### src/rtl/exe_md_stage.sv
// exe_md_stage: EXE pipeline stage with an iterative MULT/DIV unit and architectural HI/LO.
// Build macro MD_EARLY_OUT_EN: trivial divides (divisor 0 or |dividend| < |divisor|) skip the iteration.
module exe_md_stage #(
    parameter int unsigned DATA_W     = 32,
    parameter int unsigned MUL_CYCLES = 2,
    parameter int unsigned PAYLOAD_W  = 64
) (
    input  logic                 clk,
    input  logic                 rst_n,
    input  logic                 id_valid_in,
    output logic                 exe_allowin_out,
    input  logic                 mem_allowin_in,
    output logic                 exe_valid_out,
    input  logic                 exe_flush_in,
    input  logic [3:0]           id_mdop_in,
    input  logic [DATA_W-1:0]    id_src0_in,
    input  logic [DATA_W-1:0]    id_src1_in,
    input  logic [PAYLOAD_W-1:0] id_payload_in,
    output logic [PAYLOAD_W-1:0] exe_payload_out,
    output logic [DATA_W-1:0]    exe_mdres_out,
    output logic [DATA_W-1:0]    exe_hi_out,
    output logic [DATA_W-1:0]    exe_lo_out
);
    localparam int unsigned CNT_MAX = (DATA_W > MUL_CYCLES) ? DATA_W : MUL_CYCLES;
    localparam int unsigned CNT_W   = $clog2(CNT_MAX + 1);

    localparam logic [3:0] OP_MULT  = 4'd1;
    localparam logic [3:0] OP_MULTU = 4'd2;
    localparam logic [3:0] OP_DIV   = 4'd3;
    localparam logic [3:0] OP_DIVU  = 4'd4;
    localparam logic [3:0] OP_MTHI  = 4'd5;
    localparam logic [3:0] OP_MTLO  = 4'd6;
    localparam logic [3:0] OP_MFHI  = 4'd7;
    localparam logic [3:0] OP_MFLO  = 4'd8;

    typedef enum logic [1:0] {ST_IDLE, ST_MUL, ST_DIV, ST_DONE} state_t;

    state_t                 state_r, state_nx;
    logic [CNT_W-1:0]       cnt_r, cnt_nx;
    logic [DATA_W-1:0]      rem_r, rem_nx;
    logic [DATA_W-1:0]      quot_r, quot_nx;
    logic [DATA_W-1:0]      hi_res_r, hi_res_nx;
    logic [DATA_W-1:0]      lo_res_r, lo_res_nx;
    logic                   early_r, early_nx;

    logic                   valid_r;
    logic [3:0]             op_r;
    logic [DATA_W-1:0]      src0_r, src1_r;
    logic [PAYLOAD_W-1:0]   payload_r;
    logic [DATA_W-1:0]      hi_r, lo_r;

    logic                   is_mul, is_div, is_signed, ready, allowin, leave;
    logic                   q_neg, r_neg, div_early;
    logic [DATA_W-1:0]      a_mag, b_mag, early_q;
    logic [2*DATA_W-1:0]    ext_a, ext_b, prod;
    logic [DATA_W:0]        rem_sh, diff;
    logic [DATA_W-1:0]      step_rem, step_quot;

    function automatic logic [DATA_W-1:0] neg_if(input logic neg, input logic [DATA_W-1:0] v);
        return neg ? (~v + DATA_W'(1)) : v;
    endfunction

    // Decode and handshake
    assign is_mul    = (op_r == OP_MULT) || (op_r == OP_MULTU);
    assign is_div    = (op_r == OP_DIV)  || (op_r == OP_DIVU);
    assign is_signed = (op_r == OP_MULT) || (op_r == OP_DIV);
    assign ready     = !(is_mul || is_div) || (state_r == ST_DONE);
    assign allowin   = !valid_r || (ready && mem_allowin_in);
    assign leave     = valid_r && ready && mem_allowin_in && !exe_flush_in;

    assign exe_allowin_out = allowin;
    assign exe_valid_out   = valid_r && ready;
    assign exe_payload_out = payload_r;
    assign exe_hi_out      = hi_r;
    assign exe_lo_out      = lo_r;

    // Operand magnitudes and result signs; DIV works on magnitudes
    assign q_neg = is_signed && (src0_r[DATA_W-1] ^ src1_r[DATA_W-1]);
    assign r_neg = is_signed && src0_r[DATA_W-1];
    assign a_mag = neg_if(is_signed && src0_r[DATA_W-1], src0_r);
    assign b_mag = neg_if(is_signed && src1_r[DATA_W-1], src1_r);

    assign ext_a = {{DATA_W{is_signed & src0_r[DATA_W-1]}}, src0_r};
    assign ext_b = {{DATA_W{is_signed & src1_r[DATA_W-1]}}, src1_r};
    assign prod  = ext_a * ext_b;

    // One restoring-division step: shift in next dividend bit, trial subtract
    assign rem_sh    = {rem_r, quot_r[DATA_W-1]};
    assign diff      = rem_sh - {1'b0, b_mag};
    assign step_rem  = diff[DATA_W] ? rem_sh[DATA_W-1:0] : diff[DATA_W-1:0];
    assign step_quot = {quot_r[DATA_W-2:0], ~diff[DATA_W]};

    assign early_q = (b_mag == '0) ? '1 : '0;
`ifdef MD_EARLY_OUT_EN
    assign div_early = (b_mag == '0) || (a_mag < b_mag);
`else
    assign div_early = 1'b0;
`endif

    // Next-state and datapath next values
    always_comb begin
        state_nx  = state_r;
        cnt_nx    = cnt_r;
        rem_nx    = rem_r;
        quot_nx   = quot_r;
        hi_res_nx = hi_res_r;
        lo_res_nx = lo_res_r;
        early_nx  = early_r;
        if (exe_flush_in) begin
            state_nx = ST_IDLE;
            cnt_nx   = '0;
            early_nx = 1'b0;
        end else begin
            case (state_r)
                ST_IDLE: begin
                    if (valid_r && is_mul) begin
                        state_nx = ST_MUL;
                        cnt_nx   = '0;
                    end else if (valid_r && is_div) begin
                        state_nx = ST_DIV;
                        cnt_nx   = '0;
                        rem_nx   = '0;
                        quot_nx  = a_mag;
                        early_nx = div_early;
                        // Trivial divide: result known now, DIV state is then a single pass-through cycle
                        if (div_early) begin
                            hi_res_nx = neg_if(r_neg, a_mag);
                            lo_res_nx = neg_if(q_neg, early_q);
                        end
                    end
                end
                ST_MUL: begin
                    if (cnt_r == CNT_W'(MUL_CYCLES - 1)) begin
                        state_nx               = ST_DONE;
                        {hi_res_nx, lo_res_nx} = prod;
                    end else begin
                        cnt_nx = cnt_r + CNT_W'(1);
                    end
                end
                ST_DIV: begin
                    if (early_r) begin
                        state_nx = ST_DONE;
                        early_nx = 1'b0;
                    end else begin
                        rem_nx  = step_rem;
                        quot_nx = step_quot;
                        if (cnt_r == CNT_W'(DATA_W - 1)) begin
                            state_nx  = ST_DONE;
                            hi_res_nx = neg_if(r_neg, step_rem);
                            lo_res_nx = neg_if(q_neg, step_quot);
                        end else begin
                            cnt_nx = cnt_r + CNT_W'(1);
                        end
                    end
                end
                ST_DONE: begin
                    if (mem_allowin_in) state_nx = ST_IDLE;
                end
                default: state_nx = ST_IDLE;
            endcase
        end
    end

    // FSM and MUL/DIV datapath registers
    always_ff @(posedge clk) begin
        if (!rst_n) begin
            state_r  <= ST_IDLE;
            cnt_r    <= '0;
            rem_r    <= '0;
            quot_r   <= '0;
            hi_res_r <= '0;
            lo_res_r <= '0;
            early_r  <= 1'b0;
        end else begin
            state_r  <= state_nx;
            cnt_r    <= cnt_nx;
            rem_r    <= rem_nx;
            quot_r   <= quot_nx;
            hi_res_r <= hi_res_nx;
            lo_res_r <= lo_res_nx;
            early_r  <= early_nx;
        end
    end

    // Pipeline registers; flush wins over a same-cycle load
    always_ff @(posedge clk) begin
        if (!rst_n) begin
            valid_r   <= 1'b0;
            op_r      <= '0;
            src0_r    <= '0;
            src1_r    <= '0;
            payload_r <= '0;
        end else if (exe_flush_in) begin
            valid_r <= 1'b0;
        end else if (allowin) begin
            valid_r <= id_valid_in;
            if (id_valid_in) begin
                op_r      <= id_mdop_in;
                src0_r    <= id_src0_in;
                src1_r    <= id_src1_in;
                payload_r <= id_payload_in;
            end
        end
    end

    // Architectural HI/LO change only when the owning instruction leaves EXE
    always_ff @(posedge clk) begin
        if (!rst_n) begin
            hi_r <= '0;
            lo_r <= '0;
        end else if (leave) begin
            case (op_r)
                OP_MULT, OP_MULTU, OP_DIV, OP_DIVU: begin
                    hi_r <= hi_res_r;
                    lo_r <= lo_res_r;
                end
                OP_MTHI: hi_r <= src0_r;
                OP_MTLO: lo_r <= src0_r;
                default: ;
            endcase
        end
    end

    always_comb begin
        exe_mdres_out = '0;
        if (op_r == OP_MFHI)      exe_mdres_out = hi_r;
        else if (op_r == OP_MFLO) exe_mdres_out = lo_r;
    end
endmodule

### config.mk
export PLATFORM = sky130hd
export DESIGN_NAME = exe_md_stage
export DESIGN_NICKNAME = d
export VERILOG_FILES = /design/src/rtl/exe_md_stage.sv
export SDC_FILE = /design/constraint.sdc
export NUM_CORES = 2
export LEC_CHECK = 0
export CELL_PAD_IN_SITES_DETAIL_PLACEMENT = 0
export CELL_PAD_IN_SITES_GLOBAL_PLACEMENT = 1
export CORE_ASPECT_RATIO = 0.9
export CORE_MARGIN = 1.5
export CORE_UTILIZATION = 51
export DETAILED_ROUTE_END_ITERATION = 8
export DONT_BUFFER_PORTS = 1
export PLACE_DENSITY = 0.93
export SYNTH_ARGS = -nofsm -noshare
export SYNTH_HDL_FRONTEND = slang
export SYNTH_SLANG_ARGS = --single-unit
### constraint.sdc
create_clock -name clk -period 12.95 [get_ports clk]
set_input_delay 1.295 -clock clk [delete_from_list [all_inputs] [get_ports clk]]
set_output_delay 1.295 -clock clk [all_outputs]
set_load 0.01 [all_outputs]
# After elaboration in Yosys (flattened, before gate mapping)
# Index checks and enable logic that the tools add are counted.
# totals
elab_cells	129
latchBits	0
mem_bits_ro	0
inputBits	137
mem_count	0
register_bits	334
out_inout_bits	162
ramBits	0
# op_classes
mul	1
n_lt_le_gt_ge	0
shift	0
div_mod_pow	0
n_bitwise	10
n_reduce_logical	34
muxes	41
addsub	6
n_eq_ne	23
# ops
cell	n
$mux 32	19
$pmux 32 s2	6
$add 32x1->32 const B	4
$not 32->32	4
$mul 33x33->64	1
$sub 33x32->33	1
$mux 6	5
$pmux 6 s3	1
$eq 4x3->1 const B	4
$ne 2x2->1 const B	8
$reduce_and 5->1	3
$mux 2	6
$logic_and 1x1->1	9
$eq 4x2->1 const B	2
$pmux 2 s4	1
$reduce_bool 2->1	4
$add 6x1->6 const B	1
$eq 6x1->1 const B	1
$eq 6x5->1 const B	1
$logic_or 1x1->1	6
$ne 3x3->1 const B	2
$reduce_and 3->1	2
$eq 2x2->1 const B	2
$eq 4x1->1 const B	1
14 further kinds	21

# Depth between registers and ports, before layout
# depth
ltp_word	12
ltp_mapped	36

# Least setup slack after synthesis
# No wires, ideal clock.
# synth_timing
path_kind	reg2reg
startpoint	reg op_r[0]
endpoint	reg hi_res_r[27]
path_stages_with_launch	37
arrival_time_ns	9.266
setup_time_ns	0.147
synth_period_minus_slack_ns	9.413
n_path_buf	5
setup_slack_ns	3.537
required_ns	12.803
path_cell_list	dfxtp_1 > clkbuf_1 > inv_1 > nor3_1 > and2_1 > clkbuf_1 > clkbuf_1 > clkbuf_1 > nand2_1 > inv_1 > fa_1 > inv_1 > fa_1 > inv_1 > fa_1 > fa_1 > inv_1 > fa_1 > inv_1 > fa_1 > inv_1 > fa_1 > fa_1 > inv_1 > ha_1 > clkbuf_1 > a21o_1 > a21o_1 > a21oi_1 > o21bai_1 > a21o_1 > a21o_1 > a21oi_1 > o21ai_0 > a311o_1 > a21oi_1 > a2111oi_0
# synth_via
elab_chain_cells	12
word_cells_on_any_way	18
# synth_lines
item	line	rtl
start, declared	47	logic [3:0] op_r;
start signal, assigned	198	op_r <= id_mdop_in;
$eq 4x1->1 or $eq 4x2->1 (tied branches)	64, 66, 65	
$logic_or 1x1->1 (*)	66	assign is_signed = (op_r == OP_MULT) || (op_r == OP_DIV);
$logic_and 1x1->1	81	assign b_mag = neg_if(is_signed && src1_r[DATA_W-1], src1_r);
$mux 32	60	return neg ? (~v + DATA_W'(1)) : v;
$sub 33x32->33	89	assign diff = rem_sh - {1'b0, b_mag};
$mux 32	90	assign step_rem = diff[DATA_W] ? rem_sh[DATA_W-1:0] : diff[DATA_W-1:0];
$not 32->32	60	
$add 32x1->32	60	
$mux 32	60	
$mux 32	147	if (cnt_r == CNT_W'(DATA_W - 1)) begin
$mux 32	141	if (early_r) begin
$pmux 32 s2 (*)	114	case (state_r)
end signal, assigned	179	hi_res_r <= hi_res_nx;
end, declared	42	logic [DATA_W-1:0] hi_res_r, hi_res_nx;
# Mark *: on every way between the ends. The rest lies on a longest branch, timed or not. The select of a mux whose other input is x is not followed.
# A chain may end at the register's enable or synchronous reset.

# Final worst setup path
# Ends and elaborated chain as after synthesis.

==> flow_metrics.tcl <==
set metrics [dict create \
    status "finished clean" \
    via_per_inst 5.785 \
    clock_path_buffers 3 \
    fmax_mhz 95.84 \
    fp.dieArea_sq_um 113300 \
    synth_seq_cells 333 \
    crit_slowest_cell "and2_1" \
    antenna_cells 0 \
    cts-htree-levels 2 \
    crit_arrival_ps 10860 \
    synthMostInstantiatedCell "nand2_1" \
    swShare_pct 37.03 \
    numCtsBuffers 35 \
    core.rowCount 115 \
    wire_per_inst_um 21.10 \
    grt_pass1_vias 46710 \
    cap_violations 0 \
    final_nets 7904 \
    power.internal_mw 1.939 \
    synth_top_flop_cell "dfxtp_1" \
    postRouteAntennaNets 0 \
    pwr-share-clk_pct 34.8 \
    die_w_um 354.6 \
    final_layout_size_suffix_gt1_share_pct 3.213 \
    wl_mm 166.2 \
    grt_first_pass_wirelength_mm 264.6 \
    start_util_pct 51.68 \
    min_period_ps 10430 \
    synth_largest_area_cell "fa_1" \
    start_kind "flop" \
    detailed_place_hpwl_mm 126.6 \
    p_leak_nw 25.14 \
    grtUsageTotal_pct 29.67 \
    postCtsSetupRepairBufs 0 \
    crit_path_end_kind "flop" \
    drv_slew 0 \
    synth_nets 8227 \
    seqCellArea_sq_um 6683 \
    clk_pin_slew_ps 70 \
    fin_util_pct 53.58 \
    grt_max_degree 115 \
    critPathKind "flop to flop" \
    yosysWarningCount 0 \
    clock_sinks 333 \
    design.core.area_sq_um 109800 \
    syn_avg_cell_area_sq_um 8.457 \
    multi_input_area_sq_um 43980 \
    areaGrowthSynthToFinish_pct 3.665 \
    setup_viol 0 \
    power_frac_seq_pct 35.1 \
    antenna_found_initial 2 \
    drt_iter0_drc 3718 \
    peakVddDrop_uv 93.78 \
    ys_seq_area_share_pct 11.75 \
    nFillCells 10050 \
    cpPeakStageDelay_ps 1010 \
    power_density_nw_per_um2 52.36 \
    timing.slew.headroom_pct 15.26 \
    synth_area_sq_um 56740 \
    synth_edf_count 0 \
    clock_skew_ps 52.29 \
    critPathMaxFanout 19 \
    p_sw_mw 1.140 \
    synth_top_cells_by_area "fa_1 40%, dfxtp_1 12%, nand2_1 8.1%, inv_1 7.9%, ha_1 5.6%" \
    timing.hold.worst.class "flop to flop" \
    io_buffer_count 0 \
    syn_inst 6709 \
    cpMostUsedCell "fa_1" \
    power_frac_comb_pct 30.1 \
    die_h_um 319.4 \
    tritoncts "built" \
    synthArstFlopShare_pct 0 \
    place.gp.congestion 1.006 \
    clock_latency_ps 600 \
    required_ps 13370 \
    setup_tns_ps 0 \
    root_buffer "clkbuf_16" \
    drc_errors 0 \
    vias 45550 \
    synth.distinct_cells 91 \
    hold_viol 0 \
    netlist.area_leader.share_pct 39.73 \
    period_share_pct 80.57 \
    worstMarginPinSlew_ps 1271 \
    rsz0062_at_grt "false" \
    ios 299 \
    ctsResizeCount 0 \
    drtPass1Iterations 6 \
    grt_overflow 0 \
    holdBufCountCts 0 \
    synth_common_cells "1224 x nand2_1, 1196 x inv_1, 1126 x fa_1" \
]
==> cells in the final DEF (no fill, tap or decap), types with 28 or more instances in the layout <==
cell       Yosys  final
buf_4          1     88
clkbuf_16      0     36
fa_1        1126   1126
o21ai_0      152    152
a21oi_1      359    359
nand3_1       42     41
a211oi_1     105    105
dfxtp_1      333    320
nor3_1        53     51
inv_1       1196   1195
and2_1       301    301
and3_1        31     28
nor2_1       313    312
nand2_1     1224   1223
a22o_1        33     33
xnor2_1      121    121
a21o_1        57     57
mux2i_1       88     88
xor2_1        77     77
ha_1         255    254
==> power by group through the flow <==
stage / clock network [mW] / registers (mW) / logic, mW
3_3_place_gp: 0 / 1.10 / 0.892
2_1_floorplan: 0 / 1.09 / 0.634
4_1_cts: 1.08 / 1.08 / 0.912
3_5_place_dp: 0 / 1.10 / 0.906
5_1_grt: 1.12 / 1.08 / 1.01
6_report: 1.07 / 1.08 / 0.926
==> cell type report <==
cell class              instances  area share (%)
inverters                    1197           7.656
repair buffers                 88           1.123
clock buffers                  54           1.766
multi-input cells            4731           74.77
well taps                    1462           3.110
clock inverters                 9          0.2127
flip-flops and latches        333           11.36
==> cells by family (layout without fill, tap and decap cells) <==
group           count (synthesis)  in the layout  share of synthesized area (%)
compound gates                947            947                          10.84
xor+xnor                      198            198                          3.056
fa+ha+maj                    1381           1381                          45.35
buf+inv                      1645           1348                          10.90
flops                         333            333                          11.75
mux                            91             91                          1.612
simple gates                 2114           2114                          16.49
==> sequential cells by signal, summed over array words and instances (netlist names) <==
signal and cells:
op_r 4, src0_r 32, src1_r 32, exe_payload_out 64, quot_r 32, hi_res_r 32, lo_res_r 32, cnt_r 6
valid_r 1, exe_hi_out 32, rem_r 32, exe_lo_out 32, state_r 2
==> critical path: cells and delay by family (launching register included) <==
kind	cells	cell delay [ps]
simple gates	3	1390
buf+inv	7	1250
flops	1	550
fa+ha+maj	9	5060
compound gates	11	2030
==> routing by layer <==
metal / vias to the layer above / track usage [%] / routed length (um)
met5: - / 0 / 13
met4: 2 / 9.668 / 5853
met3: 379 / 4.736 / 13660
met2: 2019 / 48.54 / 78690
met1: 23190 / 40.32 / 67950
li1: 19960 / - / -
==> path summary, 6_finish.rpt <==
path | from | end | slack (ps) | cells after the start
max | op_r[0] | hi_res_r[27] | 2520 | 30
min | src1_r[15] | src1_r[15] | 460 | 2
max reg2reg | op_r[0] | hi_res_r[27] | 2520 | 30
min reg2reg | src1_r[15] | src1_r[15] | 460 | 2
==> per-stage QoR <==
step | hold slack, ps | setup WS (ps) | instances | power [mW] | instance area [sq um]
after floorplan | 431.2 | 3537 | 6709 | 1.723 | 56740
after global placement | 442.1 | 2786 | 7811 | 1.995 | 57660
after detailed placement | 447.2 | 2573 | 7811 | 2.010 | 57660
after CTS | 456.2 | 2558 | 7874 | 3.073 | 58820
after global routing | 472.0 | 1964 | 7874 | 3.212 | 58820
final | 456.3 | 2516 | 7874 | 3.080 | 58820
Note: power is estimated with default switching activity, not from simulation.
